==> config.mk <==
export PLATFORM = sky130hd
export DESIGN_NAME = add_sub_seq_flat
export DESIGN_NICKNAME = d
export VERILOG_FILES = /design/src/rtl/add_sub_pkg.sv /design/src/rtl/add_sub_seq_if.sv /design/src/rtl/add_sub_seq_nibble_add.sv /design/src/rtl/add_sub_seq.sv /design/src/flat_wrapper.sv
export SDC_FILE = /design/constraint.sdc
export NUM_CORES = 1
export LEC_CHECK = 0
export ABC_AREA = 1
export BUFFER_PORTS_ARGS = -buffer_cell sky130_fd_sc_hd__buf_4
export CORE_UTILIZATION = 53
export DETAILED_ROUTE_END_ITERATION = 10
export PLACE_DENSITY = 0.91
export SLEW_MARGIN = 15
export SYNTH_ARGS = -nofsm -noshare
export SYNTH_HDL_FRONTEND = slang
export SYNTH_SLANG_ARGS = --single-unit
==> constraint.sdc <==
create_clock -name clk -period 2.2 [get_ports clk]
set_clock_uncertainty 0.05 [all_clocks]
set_input_delay 0.33 -clock clk [delete_from_list [all_inputs] [get_ports clk]]
set_output_delay 0.33 -clock clk [all_outputs]
set_load 0.05 [all_outputs]
==> src/rtl/add_sub_pkg.sv <==
// Shared definitions for the nibble-serial add/subtract sequencer:
// nibble width, FSM state encoding and operation mode encodings.
package add_sub_pkg;

    localparam int NIB_W = 4;

    typedef enum logic [1:0] {
        IDLE = 2'd0,
        RUN  = 2'd1,
        DONE = 2'd2
    } state_t;

    localparam logic MODE_ADD = 1'b0;
    localparam logic MODE_SUB = 1'b1;

endpackage

==> src/rtl/add_sub_seq_if.sv <==
// Request/result bus for add_sub_seq. The slave modport is the sequencer side,
// and the master modport is the requester/consumer side.
interface add_sub_seq_if #(
    parameter int WIDTH = 16
);
    // Both channels use valid/ready handshaking. A transfer happens on a rising
    // edge where valid and ready are both high. Valid is not withdrawn and its
    // payload is not changed before that edge. Ready never depends
    // combinationally on valid.
    logic             in_valid;
    logic             in_ready;
    logic [WIDTH-1:0] a;
    logic [WIDTH-1:0] b;
    logic             mode;
    logic             out_valid;
    logic             out_ready;
    logic [WIDTH-1:0] result;
    logic             carry;
    logic             zero;

    modport master (
        output in_valid, a, b, mode, out_ready,
        input  in_ready, out_valid, result, carry, zero
    );

    modport slave (
        input  in_valid, a, b, mode, out_ready,
        output in_ready, out_valid, result, carry, zero
    );

endinterface

==> src/rtl/add_sub_seq_nibble_add.sv <==
// Combinational 4-bit adder with carry in and carry out. It is the only
// arithmetic element in the sequencer.
module nibble_add (
    input  logic [3:0] a,
    input  logic [3:0] b,
    input  logic       cin,
    output logic [3:0] sum,
    output logic       cout
);

    assign {cout, sum} = {1'b0, a} + {1'b0, b} + {4'd0, cin};

endmodule

==> src/rtl/add_sub_seq.sv <==
// WIDTH-bit add/subtract built from one nibble adder. It processes one nibble
// per cycle, low nibble first, and chains the carry through c_reg.
module add_sub_seq
    import add_sub_pkg::*;
#(
    parameter int WIDTH = 16
) (
    input  logic         clk,
    input  logic         rst,
    add_sub_seq_if.slave bus,
    output state_t       dbg_state
);

    localparam int NIBS  = WIDTH / NIB_W;
    localparam int CNT_W = (NIBS > 1) ? $clog2(NIBS) : 1;

    state_t                 state, state_n;
    logic [CNT_W-1:0]       cnt, cnt_n;
    logic [WIDTH-1:0]       op_a, op_a_n;
    logic [WIDTH-1:0]       op_b, op_b_n;
    logic [WIDTH-1:0]       res, res_n;
    logic                   c_reg, c_n;
    logic [NIB_W-1:0]       nib_sum;
    logic                   nib_cout;
    logic [WIDTH+NIB_W-1:0] res_shift;

    nibble_add u_nib (
        .a    (op_a[NIB_W-1:0]),
        .b    (op_b[NIB_W-1:0]),
        .cin  (c_reg),
        .sum  (nib_sum),
        .cout (nib_cout)
    );

    // The new nibble enters at the top, so after NIBS shifts the low nibble
    // has moved down to bit 0. This stays valid when WIDTH == NIB_W.
    assign res_shift = {nib_sum, res};

    always_comb begin
        state_n = state;
        cnt_n   = cnt;
        op_a_n  = op_a;
        op_b_n  = op_b;
        res_n   = res;
        c_n     = c_reg;
        case (state)
            IDLE: begin
                if (bus.in_valid) begin
                    op_a_n  = bus.a;
                    op_b_n  = (bus.mode == MODE_SUB) ? ~bus.b : bus.b;
                    c_n     = bus.mode;
                    cnt_n   = '0;
                    state_n = RUN;
                end
            end
            RUN: begin
                res_n  = res_shift[WIDTH+NIB_W-1:NIB_W];
                op_a_n = op_a >> NIB_W;
                op_b_n = op_b >> NIB_W;
                c_n    = nib_cout;
                cnt_n  = cnt + CNT_W'(1);
                if (cnt == CNT_W'(NIBS - 1)) begin
                    state_n = DONE;
                end
            end
            DONE: begin
                if (bus.out_ready) begin
                    state_n = IDLE;
                end
            end
            default: state_n = IDLE;
        endcase
    end

    always_ff @(posedge clk) begin
        if (rst) begin
            state <= IDLE;
            cnt   <= '0;
            op_a  <= '0;
            op_b  <= '0;
            res   <= '0;
            c_reg <= 1'b0;
        end else begin
            state <= state_n;
            cnt   <= cnt_n;
            op_a  <= op_a_n;
            op_b  <= op_b_n;
            res   <= res_n;
            c_reg <= c_n;
        end
    end

    // Every output is driven only by state or by registers.
    assign bus.in_ready  = (state == IDLE);
    assign bus.out_valid = (state == DONE);
    assign bus.result    = res;
    assign bus.carry     = c_reg;
    assign bus.zero      = (res == '0);
    assign dbg_state     = state;

endmodule

==> src/flat_wrapper.sv <==
// flat-port wrapper written by rule: the top's interface ports become plain ports
module add_sub_seq_flat import add_sub_pkg::*;
#(
    parameter int WIDTH = 16
)
  (clk, rst, dbg_state, bus_in_valid, bus_a, bus_b, bus_mode, bus_out_ready, bus_in_ready, bus_out_valid, bus_result, bus_carry, bus_zero);
  add_sub_seq_if #(.WIDTH(WIDTH)) bus_i ();
  input  logic clk;
  input  logic rst;
  output state_t dbg_state;
  input wire logic [$bits(bus_i.in_valid)-1:0] bus_in_valid;
  input wire logic [$bits(bus_i.a)-1:0] bus_a;
  input wire logic [$bits(bus_i.b)-1:0] bus_b;
  input wire logic [$bits(bus_i.mode)-1:0] bus_mode;
  input wire logic [$bits(bus_i.out_ready)-1:0] bus_out_ready;
  output wire logic [$bits(bus_i.in_ready)-1:0] bus_in_ready;
  output wire logic [$bits(bus_i.out_valid)-1:0] bus_out_valid;
  output wire logic [$bits(bus_i.result)-1:0] bus_result;
  output wire logic [$bits(bus_i.carry)-1:0] bus_carry;
  output wire logic [$bits(bus_i.zero)-1:0] bus_zero;
  assign bus_i.in_valid = bus_in_valid;
  assign bus_i.a = bus_a;
  assign bus_i.b = bus_b;
  assign bus_i.mode = bus_mode;
  assign bus_i.out_ready = bus_out_ready;
  assign bus_in_ready = bus_i.in_ready;
  assign bus_out_valid = bus_i.out_valid;
  assign bus_result = bus_i.result;
  assign bus_carry = bus_i.carry;
  assign bus_zero = bus_i.zero;
  add_sub_seq #(.WIDTH(WIDTH)) u_core (.clk(clk), .rst(rst), .bus(bus_i), .dbg_state(dbg_state));
endmodule
==> implementation parameters <==
Parameter                              Value

Cells and area
  Most common cell after layout, fill and taps aside    sky130_fd_sc_hd__nand2_1
  Most used cells in the layout excluding fill and tap cells    sky130_fd_sc_hd__nand2_1 (105), sky130_fd_sc_hd__buf_4 (61), sky130_fd_sc_hd__dfxtp_1 (53)
  Share of layout cells above drive strength 1    18.7%
  Antenna diodes    0
  Synthesis-to-finish area growth    20.5%
  Net total in the final layout    448

Timing
  Total Neg Setup Slack    0 ns
  Worst setup slack after layout    0.474 ns
  Max frequency    0.579 GHz
  Worst Max-Slew Pin Slew    0.698 ns
  RSZ-0062 raised after global routing    no
  Pins over their slew limit    0
  Number of setup violations in the final report    0
  Slew margin rel.    53.4%
  Tcrit/Tclk final    78.5%
  Period minus WS final    1.73 ns
  Final Hold Fails    0

Synthesis
  Flip-flop and latch count after synthesis    53
  Post-synthesis mux area share    0%
  Fraction of the mapped netlist area in compound gates    8.11%
  Net count after synthesis    398
  Sequential-to-total area share from yosys stat    42.5%
  Cells after Synth    355
  Post-synthesis share of cell area spent on and, or, nand and nor gates    31.9%
  Number of library cell types mapped by synthesis    23
  Adder-cell share of the synthesized area    3.61%
  Main combinational cell family by area after synthesis    simple AND/OR/NAND/NOR gates
  Mean Syn Cell Area    7.04 um2
  Count of synthesis-stage warnings from yosys    0
  Netlist area before placement    0.00250 mm2
  Fraction of synthesized cell area in xor and xnor cells    5.96%

Pwr
  Total power divided by cell area    705 mW/mm2
  Maximum VDD drop    0.315 mV
  Static Leakage    1.51 nW

Routing
  Starting DRC count in detailed routing    154
  Initial DRT Pass Iterations    7
  Vias/cell    5.18
  DRC violations left    11
  Antenna viol nets, final    0
  Average wire length per cell after detail routing    12.3 um
  Detailed-route via count    2371
  Total Wirelength    5630 um

Critical path
  Crit Path Class    reg2reg
  Type of element launching the critical path    register
  Series of cell instances along the critical path    inv_1 > nor2_4 > buf_4 > nand2_1 > nand2_1 > a21oi_1 > nor2_1
  Buffers plus inverters on the worst setup path    2
  Reg-to-reg critical path startpoint    u_core.dbg_state[0]
  Crit path max-delay cell type    sky130_fd_sc_hd__dfxtp_1
  Register-to-register setup slack    0.47 ns
  Cell depth of the worst flop-to-flop path    7
  Critical path arrival    1.92 ns
  Critical path's most frequent cell    sky130_fd_sc_hd__nand2_1
  Crit Reg-Reg Endpoint    u_core.op_b[6]
  Peak per-stage delay on the critical path    0.42 ns
  Largest fanout of any net on the critical path    26
  Launching instance or port of the critical path    u_core.dbg_state[0]
  Largest delay share family, worst path    simple AND/OR/NAND/NOR gates
  Worst Setup End Kind    register
  Req. time, crit path    2.40 ns

Global routing
  Pin count of the biggest net entering global routing    34
  Global-route wire length before repair    9500 um
  Grt ovf    0
  Via count of the first global-routing pass    2222
  All-Layer GR Usage    24.0%
  Antenna violations before repair    0

Floorplan
  Die Width    70.7 um
  Core outline area    0.00444 mm2
  Initial core utilization    56.2%
  Die area    0.00499 mm2
  Height of the die    70.7 um
  Standard-cell rows    24
  Number of I/O pins    59

Worst hold path
  End of the worst hold path    u_core.op_a[14]
  Hold path startpoint    bus_a[14]
  Hold Path Depth    3
  Hold Crit Class    in2reg

Clock network
  Sinks on Clock Net    53
  Clk_lat worst skew    0.31 ns
  Cts-stage hold buffer count    0
  Root buffer selected by CTS    sky130_fd_sc_hd__clkbuf_8
  Number of instances resized during post-cts repair    0
  Number of H-tree branching levels    2
  Maximum clock path buffer count    2
  CTS tree    done
  Number of buffers added by the clock tree synthesis step    5
  Post-CTS Repair Setup Buffers    0
  Clock slew at reported path FFs    0.09 ns

Status
  Result of the run    finished, violations left
  Violations in the final reports    design-rule violations

Placement
  Detailed placer's ending HPWL    3930 um
  Number of port buffers    58
  Pre-CTS setup slack    0.511 ns
  Global placer's final weighted congestion    0.889

Run
  Max-cap violations    0
## power by group
| group | switching, W | internal (W) |
|---|---|---|
| Combinational | 0.000327 | 0.000185 |
| Clock | 0.000305 | 0.000221 |
| Sequential | 0.0000540 | 0.00103 |
## kinds of logic (layout without fill, tap and decap cells)
group                      count (synthesis)  in the layout
buffers and inverters                     45             96
DFF                                       53             53
adders and majority gates                  6              6
and+or+nand+nor                          194            194
AOI/OAI and AO/OA                         40             40
xor gates and xnor gates                  17             17
## final cells by class
cell class              count  area [um2]
multi-input cells         257        1240
flip-flops and latches     53        1060
clock inverters             2        10.0
inverters                  27         101
fillers                   385        1430
clock buffers               6        72.6
repair buffers             61         458
well taps                  52        65.1
## per-layer routing
metal,global-route usage [%],vias up,share of wire (%)
li1,-,1204,-
met1,28.4,1084,42
met2,41.0,71,50
met3,5.56,12,5.3
met4,11.8,0,2.2
met5,0,-,0
## worst register-to-register path: cells and delay by family, from the launching register on
kind                   cells  cell delay, ns
and+or+nand+nor            4            0.69
AOI/OAI and AO/OA          1            0.04
DFF                        1            0.42
buffers and inverters      2            0.47
## synthesized netlist by cell type
| cell type | count | area share [%] |
|---|---|---|
| sky130_fd_sc_hd__o21a_1 | 1 | 0.30 |
| sky130_fd_sc_hd__xor2_1 | 16 | 5.6 |
| sky130_fd_sc_hd__nand2_4 | 1 | 0.45 |
| sky130_fd_sc_hd__buf_2 | 9 | 1.8 |
| sky130_fd_sc_hd__nand4_1 | 1 | 0.25 |
| sky130_fd_sc_hd__inv_2 | 2 | 0.30 |
| sky130_fd_sc_hd__fa_1 | 2 | 1.6 |
| sky130_fd_sc_hd__clkbuf_4 | 1 | 0.30 |
| sky130_fd_sc_hd__dfxtp_1 | 53 | 42 |
| sky130_fd_sc_hd__nor2_1 | 52 | 7.8 |
| sky130_fd_sc_hd__buf_1 | 1 | 0.15 |
| sky130_fd_sc_hd__ha_1 | 4 | 2.0 |
| sky130_fd_sc_hd__nand2_1 | 105 | 16 |
| sky130_fd_sc_hd__buf_6 | 2 | 0.90 |
| sky130_fd_sc_hd__nor3_1 | 2 | 0.40 |
| sky130_fd_sc_hd__clkbuf_1 | 5 | 0.75 |
| sky130_fd_sc_hd__a21oi_1 | 23 | 4.6 |
| sky130_fd_sc_hd__o21ai_0 | 16 | 3.2 |
| sky130_fd_sc_hd__inv_1 | 25 | 3.8 |
| sky130_fd_sc_hd__nor2_4 | 2 | 0.90 |
| sky130_fd_sc_hd__nand3_1 | 29 | 5.8 |
| sky130_fd_sc_hd__xnor2_1 | 1 | 0.35 |
| sky130_fd_sc_hd__nand2_2 | 2 | 0.50 |
## state kept, by name (all words and copies together) (netlist names)
| name | cells |
|---|---|
| u_core.op_a | 16 |
| u_core.bus.result | 16 |
| u_core.bus.carry | 1 |
| u_core.cnt | 2 |
| u_core.dbg_state | 2 |
| u_core.op_b | 16 |
## through the flow
| step | instance area [um2] | instances | util, % | total power [W] | hold slack (ns) |
|---|---|---|---|---|---|
| 6_report | 3010 | 458 | 67.8 | 0.00212 | 0.225 |
| 3_5_place_dp | 2930 | 450 | 65.9 | 0.00162 | 0.407 |
| 2_1_floorplan | 2500 | 355 | - | 0.00146 | 0.378 |
| 5_1_grt | 3010 | 458 | 67.8 | 0.00223 | 0.230 |
| 4_1_cts | 3010 | 458 | 67.8 | 0.00213 | 0.222 |
| 3_3_place_gp | 2930 | 450 | 65.9 | 0.00160 | 0.397 |
## worst max-delay path by stage
stage                        to  slack (ns)  cells past startpoint
3_5_place_dp   u_core.bus.carry        0.51                      6
2_1_floorplan     bus_out_valid        0.28                      2
5_1_grt          u_core.op_b[6]        0.31                      7
4_1_cts          u_core.op_b[6]        0.47                      7
6_report         u_core.op_b[6]        0.47                      7
3_3_place_gp   u_core.bus.carry        0.58                      6
(Power assumes the default switching activity.)
